==> src/rtl/cpu_clk_ctrl.sv <==
// Run/step controller: divides Clkin into a one-cycle CpuEn for run, single CpuEn per step press, latches Halt.
// Latency: CpuEn one cycle after the tick/step rise; first run CpuEn div cycles after entering RUN.
// Backpressure: none; Halt overrides Mode, ticks and steps, and DivLoad restarts the run count.
module cpu_clk_ctrl #(
    parameter int CLK_FREQ    = 100_000_000,
    parameter int DESIRE_FREQ = 1,
    parameter int CNT_W       = 27
) (
    input  logic             Clkin,
    input  logic             Rst,
    input  logic [1:0]       Mode,
    input  logic             StepReq,
    input  logic             Halt,
    input  logic             DivLoad,
    input  logic [CNT_W-1:0] DivVal,
    output logic             CpuEn,
    output logic             Clkout,
    output logic [1:0]       State
);

    localparam logic [1:0] S_IDLE = 2'b00;
    localparam logic [1:0] S_RUN  = 2'b01;
    localparam logic [1:0] S_STEP = 2'b10;
    localparam logic [1:0] S_HALT = 2'b11;

    localparam logic [CNT_W-1:0] DIV_RST = CNT_W'(CLK_FREQ / DESIRE_FREQ);
    localparam logic [CNT_W-1:0] DIV_MIN = CNT_W'(2);
    localparam logic [CNT_W-1:0] ONE     = CNT_W'(1);

    logic [CNT_W-1:0] div;
    logic [CNT_W-1:0] cnt;
    logic             step_q;
    logic [1:0]       state_nxt;
    logic             at_end;
    logic             tick;
    logic             step_fire;

    assign at_end = (cnt == div - ONE);

    // A tick needs the run mode to still be selected and no halt or reload this cycle.
    assign tick = (State == S_RUN) && at_end && !DivLoad && !Halt && (Mode == S_RUN);

    assign step_fire = (State == S_STEP) && (Mode == S_STEP) && !Halt && StepReq && !step_q;

    always_comb begin
        state_nxt = State;
        if (Halt) begin
            state_nxt = S_HALT;
        end else if (State == S_HALT) begin
            if (Mode == 2'b00 || Mode == 2'b11) begin
                state_nxt = S_IDLE;
            end
        end else begin
            case (Mode)
                2'b01:   state_nxt = S_RUN;
                2'b10:   state_nxt = S_STEP;
                default: state_nxt = S_IDLE;
            endcase
        end
    end

    always_ff @(posedge Clkin) begin
        if (Rst) begin
            State  <= S_IDLE;
            div    <= DIV_RST;
            cnt    <= '0;
            step_q <= 1'b0;
            CpuEn  <= 1'b0;
            Clkout <= 1'b0;
        end else begin
            State  <= state_nxt;
            step_q <= StepReq;
            CpuEn  <= tick | step_fire;
            if (tick) begin
                Clkout <= ~Clkout;
            end
            if (DivLoad) begin
                div <= (DivVal < DIV_MIN) ? DIV_MIN : DivVal;
            end
            // Outside RUN the count is parked at zero so entry to RUN starts a full period.
            if (State != S_RUN || DivLoad || at_end) begin
                cnt <= '0;
            end else begin
                cnt <= cnt + ONE;
            end
        end
    end

endmodule

==> config.mk <==
export PLATFORM = sky130hd
export DESIGN_NAME = cpu_clk_ctrl
export DESIGN_NICKNAME = d
export VERILOG_FILES = /design/src/rtl/cpu_clk_ctrl.sv
export SDC_FILE = /design/constraint.sdc
export NUM_CORES = 1
export LEC_CHECK = 0
export ABC_AREA = 1
export CAP_MARGIN = 0
export CORE_MARGIN = 5
export CORE_UTILIZATION = 45
export DETAILED_ROUTE_END_ITERATION = 16
export PLACE_DENSITY = 0.68
export SETUP_SLACK_MARGIN = 0.3
export SYNTH_ARGS = -nofsm -noshare
export SYNTH_HDL_FRONTEND = slang
export SYNTH_SLANG_ARGS = --single-unit
export TNS_END_PERCENT = 5
==> constraint.sdc <==
create_clock -name Clkin -period 2 [get_ports Clkin]
set_clock_uncertainty 0.1 [all_clocks]
set_input_delay 0.2 -clock Clkin [delete_from_list [all_inputs] [get_ports Clkin]]
set_output_delay 0.2 -clock Clkin [all_outputs]
set_load 0.01 [all_outputs]
==> out/qor.txt <==
Post-route ant nets - 0
Max Clk Rate - 0.4602 GHz
Worst-Margin Slew - 0.4561 ns
Core Area - 8217 um2
Status - complete, but fails checks
Failing checks - negative setup slack
Area grow syn2layout - 33.63%
Slew Limit Fails - 0
Crit-path cells - buf_4, nor2_4, nand2_1, nor2_4, buf_4, nand3_1, nand2_1, nand2_1, nor2_1, nand3_1, nor2_2, a21oi_2, nand2_4, clkbuf_16, nor2_4
Clk sinks - 59
Clock Path Buffers - 2
RePlAce Congestion - 0.9820
Pre-antenna DRT Iters - 4
Crit start category - flip-flop
Nets@finish - 706
# IOs - 38
RSZ-0062 raised after global routing - yes
Routed vias/inst - 4.947
Post-synthesis net count - 603
HP Class - in2reg
R2R depth - 15
Routed vias - 3,844
Port Buf Inserts - 37
Global-route wire length before repair - 17,310 um
Chip Width - 102.0 um
Fin. Hold Viols - 0
Flop pwr share - 44.8%
Setup Viol. Count Final - 29
#FFs+latches synth - 59
Worst R2R Start - div[9]
Seq/Total Area, Yosys - 31.00%
Max VDD drop - 0.0003982 V
Routed length per instance - 13.62 um
Diodes inserted - 0
Critical path type - reg2reg
Arrival @ worst endpoint - 2.31 ns
Commonest non-fill, non-tap cell in the layout - nand2_1
Worst-Skew Late Latency - 0.35 ns
Antenna violations before repair - 0
R2r setup slk - -0.17 ns
Final wirelength - 10,580 um
Leakage power - 2.257 nW
Hold slack final - 0.2979 ns
Synthesized area - 3810 um2
Total gr overflow - 0
Crit end category - flip-flop
Final setup margin - -0.1731 ns
Power share of the clock group - 35.6%
Max Fanout on Critical Path - 5
Total CTS buffers - 9
Dpl hpwl - 8219 um
Pin count of the biggest net entering global routing - 33
Main synth FF type - dfxtp_1
Req. time, crit path - 2.14 ns
Tmin final - 2.173 ns
Cells after synthesis - 564
Vias in the first global route - 3,733
Sw power - 842.6 uW
Clock Tree Root - clkbuf_8
Sink of the worst hold path - step_q
Async SR Flop Fraction - 0%
Drt first-iter violations - 219
CP max stage delay - 0.34 ns
Starting density of the core - 46.37%
Pwr per Cell Area - 557.2 nW/um2
DP Cell Count - 754
Clock-pin slew on the worst setup and hold paths - 0.07 ns
Int Pwr - 1.994 mW
Post-synth EDFFs - 0
Most frequent cells in the layout - nand2_1 (134), nor2_1 (72), inv_1 (71)
Switching share of power - 29.70%
Placed Area - 4753 um2
Crit share post-route - 108.7%
Max_cap viols - 0
Area of the die - 10,410 um2
Cell depth of the worst hold path - 3
Post-CTS Hold Fix Bufs - 0
Slew headroom - 69.56%
Die Y - 102.0 um
# H-tree levels - 3
Final Cell Area - 5091 um2
DRC viols - 0
Gr usage total - 21.23%
RR Endpoint - cnt[8]
CTS tree - built
Row count - 33
Synth unique cells - 34
YS warnings - 0
Avg Inst Size Synth - 6.755 um2
Cell Count, Final, Fillers Out - 777
Logic pwr share - 19.6%
Share of cells above drive strength 1 - 22.92%
CP max stage cell - dfxtp_1
Setup tns final - -4.084 ns
HP Start - StepReq
power by group through the flow:
stage | Combinational (mW) | Clock (mW) | Sequential, mW
finish | 0.556 | 1.01 | 1.27
global route | 0.617 | 1.10 | 1.28
CTS | 0.526 | 1.02 | 1.27
detailed placement | 0.518 | 0 | 1.29
global placement | 0.513 | 0 | 1.29
floorplan | 0.292 | 0 | 1.29
through the flow:
step	total power, mW	util, %	setup WS (ns)
6_report	2.837	61.96	-0.1731
5_1_grt	2.989	61.96	-0.3046
4_1_cts	2.814	60.24	-0.1255
3_5_place_dp	1.810	57.85	-0.1792
3_3_place_gp	1.803	57.85	-0.1088
2_1_floorplan	1.579	-	0.05732
state kept, by name, indices dropped and copies added (netlist names):
register	cells
CpuEn	1
div	27
Clkout	1
step_q	1
State	2
cnt	27
cells in the mapped netlist, types with 2 or more instances:
cell      instances  area [um2]
nand2_1         136       510.5
nor2_1           80       300.3
inv_1            75       281.5
dfxtp_1          59        1181
nand3_1          39       195.2
xor2_1           31       271.5
nor2_2           19       118.9
o21ai_0          19       95.09
nand4_1          15       93.84
nor2_4           14       157.7
xnor2_1          13       113.9
nor4_1            9       56.30
a21oi_1           5       25.02
clkbuf_1          5       18.77
ha_1              5       62.56
nor3_1            5       25.02
a211oi_1          4       30.03
nand2_2           4       25.02
nand2_4           4       45.04
nand3b_1          4       30.03
buf_1             3       11.26
and2_1            2       12.51
inv_2             2       7.510
nor2_8            2       40.04
cells by family after synthesis:
logic type	Yosys count	share of synthesized area, %
fa+ha+maj	5	1.642
flops	59	31.00
compound gates	32	4.729
buf+inv	87	9.196
simple gates	337	43.32
xor+xnor	44	10.11
worst max path at each step:
stage / start / to / slack (ns) / depth (start not counted)
after detailed placement: div[0] / cnt[2] / -0.18 / 16
after floorplan: div[0] / cnt[9] / 0.06 / 16
after CTS: div[0] / cnt[2] / -0.13 / 16
after global routing: div[4] / cnt[3] / -0.30 / 15
final: div[9] / cnt[8] / -0.17 / 15
after global placement: div[0] / cnt[6] / -0.11 / 16
layer usage:
layer  up-vias  GRT usage (%)  wire length [um]
li1       1973              -                 -
met4         0          5.550               147
met3        13          4.505               472
met2        86          33.88              4985
met5         -              0                 0
met1      1772          29.22              4975
area by class of cell:
class | instances | area [um2]
fillers | 765 | 3126
multi-input cells | 418 | 2375
flip-flops and latches | 59 | 1187
repair buffers | 102 | 925.9
inverters | 77 | 291.5
clock buffers | 12 | 155.1
well taps | 105 | 131.4
clock inverters | 4 | 25.02
worst max-delay path: cells and delay by family, from the launching register on:
family	cells	cell delay [ns]
flip-flops	1	0.34
AND/OR/NAND/NOR	11	1.08
buffers and inverters	3	0.45
AO/OA/AOI/OAI	1	0.10
repair_timing:
item,CTS,global route
gates cloned,0,1
setup buffers,0,6
resized for setup,6,20
setup endpoints to repair,29,31
pin swaps,1,16
Power figures use the tool's default switching activity.
